**src/rtl/irq_priority_sequencer.sv**
```systemverilog
// Sequential interrupt controller: latches 3 x NCH requests, arbitrates A>B>C, presents one
// vector over valid/ready and holds it in service until EOI. Optional macro: IRQ_ROUND_ROBIN_EN.
module irq_priority_sequencer #(
  parameter int NCH  = 9,
  parameter int EDGE = 1
) (
  input  logic               clk,
  input  logic               rst_n,
  input  logic [NCH-1:0]     req_a,
  input  logic [NCH-1:0]     req_b,
  input  logic [NCH-1:0]     req_c,
  input  logic [NCH-1:0]     en,
  output logic               irq_valid,
  input  logic               irq_ready,
  output logic [1:0]         irq_bus,
  output logic [3:0]         irq_chan,
  input  logic               eoi,
  output logic               busy,
  output logic [3*NCH-1:0]   pend
);

  // Handshake: a vector transfers on the cycle irq_valid & irq_ready are both high; irq_bus and
  // irq_chan stay stable while irq_valid is high, and irq_valid only drops early when the
  // presented bit stops being eligible (its enable was removed).

  typedef enum logic [1:0] {
    S_IDLE    = 2'd0,
    S_RESOLVE = 2'd1,
    S_PRESENT = 2'd2,
    S_SERVICE = 2'd3
  } state_t;

  state_t          r_state;
  logic            r_valid;
  logic            r_busy;
  logic [1:0]      r_bus;
  logic [3:0]      r_chan;
  logic [NCH-1:0]  r_pend  [3];
  logic [NCH-1:0]  r_req_q [3];
  logic [NCH-1:0]  r_en_q;
`ifdef IRQ_ROUND_ROBIN_EN
  logic [3:0]      r_ptr   [3];
`endif

  logic [NCH-1:0]  w_req   [3];
  logic [NCH-1:0]  w_set   [3];
  logic [NCH-1:0]  w_clr   [3];
  logic [NCH-1:0]  w_elig  [3];
  logic            w_hit   [3];
  logic [3:0]      w_chan  [3];
  logic            w_any;
  logic [1:0]      w_sel_bus;
  logic [3:0]      w_sel_chan;
  logic            w_accept;
  logic            w_pres_elig;
  int              w_idx;

  assign w_req[0] = req_a;
  assign w_req[1] = req_b;
  assign w_req[2] = req_c;

  // Enable is sampled alongside the request edge so both paths see the same 3-cycle latency.
  always_comb begin
    w_accept    = (r_state == S_PRESENT) && irq_ready;
    w_pres_elig = 1'b0;
    for (int b = 0; b < 3; b++) begin
      w_set[b]  = (EDGE != 0) ? (w_req[b] & ~r_req_q[b]) : w_req[b];
      w_elig[b] = r_pend[b] & r_en_q;
      w_clr[b]  = '0;
      for (int i = 0; i < NCH; i++) begin
        w_clr[b][i] = w_accept && (r_bus == 2'(b)) && (r_chan == 4'(i));
        if ((r_bus == 2'(b)) && (r_chan == 4'(i)) && w_elig[b][i])
          w_pres_elig = 1'b1;
      end
    end
  end

  // Descending scan: the last hit written is the first in search order.
  always_comb begin
    w_idx = 0;
    for (int b = 0; b < 3; b++) begin
      w_hit[b]  = 1'b0;
      w_chan[b] = '0;
      for (int i = NCH - 1; i >= 0; i--) begin
`ifdef IRQ_ROUND_ROBIN_EN
        w_idx = (int'(r_ptr[b]) + 1 + i) % NCH;
`else
        w_idx = i;
`endif
        if (w_elig[b][w_idx]) begin
          w_hit[b]  = 1'b1;
          w_chan[b] = 4'(w_idx);
        end
      end
    end
  end

  always_comb begin
    w_any      = w_hit[0] | w_hit[1] | w_hit[2];
    w_sel_bus  = 2'd3;
    w_sel_chan = 4'd0;
    if (w_hit[0]) begin
      w_sel_bus  = 2'd0;
      w_sel_chan = w_chan[0];
    end else if (w_hit[1]) begin
      w_sel_bus  = 2'd1;
      w_sel_chan = w_chan[1];
    end else if (w_hit[2]) begin
      w_sel_bus  = 2'd2;
      w_sel_chan = w_chan[2];
    end
  end

  always_ff @(posedge clk) begin
    if (!rst_n) begin
      r_state <= S_IDLE;
      r_valid <= 1'b0;
      r_busy  <= 1'b0;
      r_bus   <= 2'd3;
      r_chan  <= 4'd0;
      r_en_q  <= '0;
      for (int b = 0; b < 3; b++) begin
        r_pend[b]  <= '0;
        r_req_q[b] <= '0;
`ifdef IRQ_ROUND_ROBIN_EN
        r_ptr[b]   <= 4'(NCH - 1);
`endif
      end
    end else begin
      r_en_q <= en;
      // Set after clear so a request arriving on the acceptance cycle is kept.
      for (int b = 0; b < 3; b++) begin
        r_req_q[b] <= w_req[b];
        r_pend[b]  <= (r_pend[b] & ~w_clr[b]) | w_set[b];
      end
      case (r_state)
        S_IDLE: begin
          if (w_any) r_state <= S_RESOLVE;
        end
        S_RESOLVE: begin
          if (w_any) begin
            r_bus   <= w_sel_bus;
            r_chan  <= w_sel_chan;
            r_valid <= 1'b1;
            r_state <= S_PRESENT;
          end else begin
            r_bus   <= 2'd3;
            r_state <= S_IDLE;
          end
        end
        S_PRESENT: begin
          if (irq_ready) begin
            r_valid <= 1'b0;
            r_busy  <= 1'b1;
            r_state <= S_SERVICE;
`ifdef IRQ_ROUND_ROBIN_EN
            for (int b = 0; b < 3; b++)
              if (r_bus == 2'(b)) r_ptr[b] <= r_chan;
`endif
          end else if (!w_pres_elig) begin
            r_valid <= 1'b0;
            r_bus   <= 2'd3;
            r_state <= S_IDLE;
          end
        end
        S_SERVICE: begin
          if (eoi) begin
            r_busy  <= 1'b0;
            r_state <= S_IDLE;
          end
        end
        default: r_state <= S_IDLE;
      endcase
    end
  end

  assign irq_valid = r_valid;
  assign irq_bus   = r_bus;
  assign irq_chan  = r_chan;
  assign busy      = r_busy;
  assign pend      = {r_pend[2], r_pend[1], r_pend[0]};

endmodule

```
**config.mk**
```make
export PLATFORM = sky130hd
export DESIGN_NAME = irq_priority_sequencer
export DESIGN_NICKNAME = d
export VERILOG_FILES = /design/src/rtl/irq_priority_sequencer.sv
export SDC_FILE = /design/constraint.sdc
export NUM_CORES = 1
export LEC_CHECK = 0
export ABC_AREA = 1
export CAP_MARGIN = 30
export CORE_ASPECT_RATIO = 1.4
export CORE_MARGIN = 2
export CORE_UTILIZATION = 25
export CTS_CLUSTER_SIZE = 24
export DETAILED_ROUTE_END_ITERATION = 12
export HOLD_SLACK_MARGIN = 0.15
export PLACE_DENSITY = 0.52
export SETUP_SLACK_MARGIN = 0.2
export SLEW_MARGIN = 20
export SYNTH_ARGS = -nofsm -noshare
export SYNTH_HDL_FRONTEND = slang
export SYNTH_SLANG_ARGS = --single-unit
```
**constraint.sdc**
```tcl
create_clock -name clk -period 4.54 [get_ports clk]
set_input_delay 0.908 -clock clk [delete_from_list [all_inputs] [get_ports clk]]
set_output_delay 0.908 -clock clk [all_outputs]
set_load 0.005 [all_outputs]
```
==> impl_metrics.tcl, run 1 <==
set metrics [dict create \
    status "finished, final reports clean" \
    io_buffers 74 \
    dp_hpwl_um 8539 \
    grt_pass1_vias 3228 \
    worstSetupEndpointType "primary output" \
    final-instance-count-excl-fill 754 \
    numCtsBuffers 9 \
    num_vias 3222 \
    syn_nets 533 \
    cts_tree "built" \
    r2r_cells 7 \
    hold_path_end "r_pend[0][7]$_SDFF_PN0_" \
    antenna_cells 0 \
    fmax_mhz 420.1 \
    powerDensity_nw_per_um2 422.9 \
    required_ns 3.63 \
    clkSinkCount 73 \
    min_path_type "reg -> reg" \
    route.met3.wl_um 318 \
    wl_per_cell_um 14.07 \
    finalSetupTns_ns 0 \
    maxSlewViolCount 0 \
    whs_ns 0.4122 \
    drt-initial-drc-count 208 \
    critPathKind "reg -> out" \
    hold_viol 0 \
    wl_met1_um 4402 \
    startpoint_type "flip-flop" \
    layout_min_cycle_time_ns 2.380 \
    root_buffer "clkbuf_16" \
    top_layer "met4" \
    rsz0062_at_grt "false" \
    post-place-ws_ns 1.835 \
    antenna_found_initial 0 \
    min_delay_path_depth 1 \
    crit_slowest_cell "clkdlybuf4s50_1" \
    via_per_inst 4.273 \
    ys_seq_area_share_pct 43.05 \
    arrival_ns 1.47 \
    cts_resized 0 \
    row_count 50 \
    ctsHoldBuffers 0 \
    initial_core_util_pct 25.47 \
    avgSynthCellArea_um2 6.942 \
    post-place-cells 738 \
    core_area_um2 13330 \
    min_period_over_period_pct 52.43 \
    grt_first_pass_wirelength_um 16580 \
    synth_area_um2 3395 \
    grt_use_total_pct 15.27 \
    critPathBufInv 1 \
    slowest_delay_ns 0.58 \
    hp-start "r_req_q[0][7]$_SDFF_PN0_" \
    pin_count 75 \
    worst_slack_ns 2.160 \
    die_w_um 102.5 \
    reg2reg_slack_ns 2.57 \
    drcViolationCount 0 \
    setup_viol 0 \
    final_antenna_net_count 0 \
    post_cts_buffers 0 \
    clock_latency_ns 0.34 \
    max-vdd-ir-drop_mv 0.1334 \
    crit_path_cell_trace "clkdlybuf4s50_1" \
    grt_max_degree 43 \
    path_clk_slew_ns 0.06 \
    nets 611 \
    cts_buffer_depth 2 \
    area_delta_synth_final_pct 36.27 \
    grt_overflow 0 \
    cap_viol_max_count 0 \
    timing.rr.start "r_state[0]$_SDFFE_PN0P_" \
    ys_ff_latch 73 \
    slew_headroom_pct 49.35 \
    postSynthCellCount 489 \
    dr.pass1.iters 5 \
    drive_gt1_share_pct 10.66 \
    route.met2.wl_um 5650 \
    synth_top_area_share_pct 43.05 \
    routed_wl_um 10610 \
    synth_top_area_cell "dfxtp_1" \
    htree_levels 3 \
    tightestPinTransition_ns 0.7570 \
    die_area_um2 14540 \
    clock_skew_ns 0.003224 \
    timing.rr.end "r_pend[0][18]$_SDFF_PN0_" \
    cp_max_fo 7 \
    gp_congestion 0.8733 \
    die_h_um 141.9 \
    critPathTopFamily "buffers and inverters" \
    ys_types 29 \
    leakagePower_nw 2.218 \
    yosysWarningCount 0 \
    synth_area_leaders "dfxtp_1 43%, nand2_1 17%, inv_1 7.0%, nand3_1 6.9%, o21ai_0 5.9%" \
]
flip-flops by register name, summed over array words and instances (netlist names):
| name | flops |
|---|---|
| r_pend | 27 |
| r_req_q | 27 |
| r_en_q | 9 |
| irq_chan | 4 |
| irq_bus | 2 |
| r_state | 2 |
| busy | 1 |
| irq_valid | 1 |
worst register-to-register path: stages, from the launching register on:
cell	delay, ns
dfxtp_1	0.34
inv_1	0.09
ha_1	0.26
nand2_1	0.22
nor2_1	0.65
nand2_1	0.13
nand3_1	0.09
o21ai_0	0.08
layout make-up:
type	count	area [µm²]
tap	182	227.7
inverter	69	261.5
sequential	73	1461
fill	1469	8700
clock buffer	11	242.7
multi-input combinational	339	1634
clock inverter	5	55.05
timing repair buffer	75	743.2
power breakdown:
part	switching [mW]	total (mW)	internal, mW	leakage (nW)
combinational	0.266	0.466	0.201	1.47
clock	0.269	0.707	0.438	0.142
sequential	0.0765	0.782	0.706	0.609
total	0.612	1.96	1.34	2.22
per-layer routing:
layer	vias up	global-route usage [%]
li1	1694	-
met1	1449	17.14
met2	63	27.73
met3	16	2.808
met4	0	6.246
met5	-	0
synthesized netlist by cell type:
master / number
a211oi_1: 1
a21boi_0: 1
a21oi_1: 11
a21oi_2: 1
a31oi_1: 3
buf_1: 1
buf_6: 1
clkbuf_1: 6
dfxtp_1: 73
ha_1: 4
inv_1: 63
inv_2: 5
inv_4: 1
nand2_1: 151
nand2_2: 13
nand2_4: 2
nand3_1: 47
nand3_2: 2
nand3b_1: 4
nand4_1: 5
nor2_1: 32
nor2_2: 12
nor2_4: 5
nor3_1: 1
nor3_2: 1
o21ai_0: 40
o21ai_2: 1
o21ai_4: 1
o31ai_1: 1
cells by family (layout without fill, tap and decap cells):
| kind of cell | Yosys count | count (layout) | share of synthesized area (%) |
|---|---|---|---|
| buffers and inverters | 77 | 160 | 8.810 |
| DFF | 73 | 73 | 43.05 |
| adders and majority gates | 4 | 4 | 1.474 |
| AOI/OAI and AO/OA | 60 | 60 | 9.731 |
| and+or+nand+nor | 275 | 275 | 36.93 |
worst max path at each step:
stage	startpoint	endpoint	slack (ns)	cells after the start
2_1_floorplan	rst_n	irq_chan[3]$_SDFFE_PN0P_	2.74	4
3_3_place_gp	irq_ready	r_pend[0][18]$_SDFF_PN0_	1.86	6
3_5_place_dp	irq_ready	r_pend[0][18]$_SDFF_PN0_	1.83	6
4_1_cts	irq_chan[0]$_SDFFE_PN0P_	irq_chan[0]	2.13	1
5_1_grt	irq_ready	r_pend[0][18]$_SDFF_PN0_	2.04	6
6_report	irq_chan[1]$_SDFFE_PN0P_	irq_chan[1]	2.16	1
per-stage QoR:
| step | cell area (µm²) | utilization [%] | power, mW |
|---|---|---|---|
| after floorplan | 3395 | - | 1.048 |
| after global placement | 4328 | 32.48 | 1.270 |
| after detailed placement | 4328 | 32.48 | 1.272 |
| after CTS | 4626 | 34.71 | 1.982 |
| after global routing | 4626 | 34.71 | 2.063 |
| final | 4626 | 34.71 | 1.956 |
cells in the final DEF (no fill, tap or decap), types with 3 or more instances in the layout:
cell type        instances
nor2_1                  32
inv_2                    5
nor2_2                  12
a31oi_1                  3
dfxtp_1                 73
clkdlybuf4s50_1         73
nand3_1                 47
clkbuf_16                9
a21oi_1                 11
nor2_4                   5
o21ai_0                 40
nand2_2                 13
nand3b_1                 4
nand4_1                  5
inv_1                   63
ha_1                     4
nand2_1                151
(Power assumes the default switching activity.)
==> inputs of run 2 (changes only) <==
clock period = 2.3 ns   (was 4.54 ns; I/O delays follow)
==> run 2 against run 1 <==
  * Cell area up 2.3%
  * Sequential power up 97%
  * Clock power increased by 120%
  * Register-to-register slack worse by 2.1 ns
  * Die area unchanged
  * Critical endpoint is now irq_chan[0]
  * Highest routed layer unchanged
  * Count of clock-buffer cells in the layout down 1
  * Hold slack got worse by 0.0011 ns
  * Largest cell class unchanged
==> impl_metrics.tcl, run 2 (same netlist as run 1, synthesis figures left out) <==
set metrics [dict create \
    status "finished, final reports clean" \
    grt_pass1_vias 3328 \
    final_antenna_net_count 0 \
    cap_viol_max_count 0 \
    post_cts_buffers 0 \
    endpoint "irq_chan[0]" \
    clock_latency_ns 0.34 \
    ctsHoldBuffers 0 \
    cts_resized 0 \
    gp_congestion 0.9446 \
    cts_buffer_depth 2 \
    initial_core_util_pct 25.47 \
    route.met2.wl_um 5760 \
    die_area_um2 14540 \
    numCtsBuffers 9 \
    grt_overflow 0 \
    root_buffer "clkbuf_16" \
    io_buffers 74 \
    slowest_delay_ns 0.60 \
    grt_max_degree 33 \
    crit_slowest_cell "clkdlybuf4s50_1" \
    fmax_mhz 521.5 \
    critPathTopFamily "buffers and inverters" \
    maxSlewViolCount 0 \
    p_total_mw 4.045 \
    cp_max_fo 7 \
    whs_ns 0.4111 \
    worst_slack_ns 0.3825 \
    max-vdd-ir-drop_mv 0.2953 \
    route.met3.wl_um 355 \
    nets 618 \
    cts_tree "built" \
    min_path_type "reg -> reg" \
    antenna_cells 0 \
    top_regs "r_pend (27), r_req_q (27), r_en_q (9)" \
    core_area_um2 13330 \
    hp-start "r_req_q[0][11]$_SDFF_PN0_" \
    drive_gt1_share_pct 11.92 \
    top_layer "met4" \
    wl_met1_um 4515 \
    reg2reg_slack_ns 0.45 \
    grt_use_total_pct 15.77 \
    min_period_over_period_pct 83.37 \
    powerDensity_nw_per_um2 854.8 \
    clkSinkCount 73 \
    hold_viol 0 \
    startpoint_type "flip-flop" \
    dr.pass1.iters 4 \
    grt_first_pass_wirelength_um 17110 \
    required_ns 1.84 \
    worstSetupEndpointType "primary output" \
    pin_count 75 \
    num_vias 3329 \
    layout_commonest_cell "nand2_1" \
    rsz0062_at_grt "false" \
    antenna_found_initial 0 \
    layout_min_cycle_time_ns 1.917 \
    via_per_inst 4.375 \
    setup_viol 0 \
    crit_path_cell_trace "clkdlybuf4s50_1" \
    timing.rr.start "r_en_q[7]$_SDFF_PN0_" \
    routed_wl_um 10930 \
    leakagePower_nw 2.283 \
    r2r_cells 9 \
    dp_hpwl_um 8788 \
    timing.rr.end "irq_valid$_SDFFE_PN0P_" \
    die_h_um 141.9 \
    drcViolationCount 0 \
    finalSetupTns_ns 0 \
    wl_per_cell_um 14.37 \
    tightestPinTransition_ns 0.4386 \
    row_count 50 \
    area_delta_synth_final_pct 39.40 \
    critPathKind "reg -> out" \
    die_w_um 102.5 \
    critPathLaunch "irq_chan[0]$_SDFFE_PN0P_" \
    slew_headroom_pct 70.65 \
    post-place-ws_ns 0.4208 \
    clock_skew_ns 0.007655 \
    htree_levels 3 \
    drt-initial-drc-count 120 \
    arrival_ns 1.46 \
    worstSetupPathDepth 1 \
    path_clk_slew_ns 0.06 \
    fillerInstances 1437 \
    critPathBufInv 1 \
    final_cell_mix "151 x nand2_1, 73 x dfxtp_1, 73 x clkdlybuf4s50_1" \
]
run 2: worst min-delay path by stage:
stage                                to  slack, ns  cells after the start
2_1_floorplan   r_pend[0][0]$_SDFF_PN0_       0.40                      1
3_3_place_gp   r_pend[0][15]$_SDFF_PN0_       0.40                      1
3_5_place_dp    r_pend[0][1]$_SDFF_PN0_       0.41                      1
4_1_cts        r_pend[0][11]$_SDFF_PN0_       0.41                      1
5_1_grt         r_pend[0][2]$_SDFF_PN0_       0.43                      1
6_report       r_pend[0][11]$_SDFF_PN0_       0.41                      1
run 2: routing by layer:
metal | vias up | GRT usage [%]
li1 | 1712 | -
met5 | - | 0
met4 | 0 | 7.298
met3 | 22 | 2.759
met2 | 76 | 28.48
met1 | 1519 | 17.54
run 2: area by class of cell:
cell class | instances | area [µm²] | area share, %
inverters | 69 | 261.5 | 5.526
well taps | 182 | 227.7 | 4.812
clock buffers | 10 | 239.0 | 5.050
flip-flops and latches | 73 | 1461 | 30.88
repair buffers | 82 | 820.8 | 17.35
clock inverters | 6 | 87.58 | 1.851
multi-input cells | 339 | 1634 | 34.53
run 2: per-stage QoR:
stage	cells	util [%]	cell area [µm²]
finish	761	35.51	4732
global route	761	35.51	4732
CTS	761	35.51	4732
detailed placement	745	33.06	4405
global placement	745	33.06	4405
floorplan	489	-	3395
run 2: where the power goes:
group	total [mW]	internal (mW)	switching (mW)
Combinational	0.967	0.417	0.549
Clock	1.53	0.982	0.551
Sequential	1.54	1.39	0.151
Total	4.04	2.79	1.25
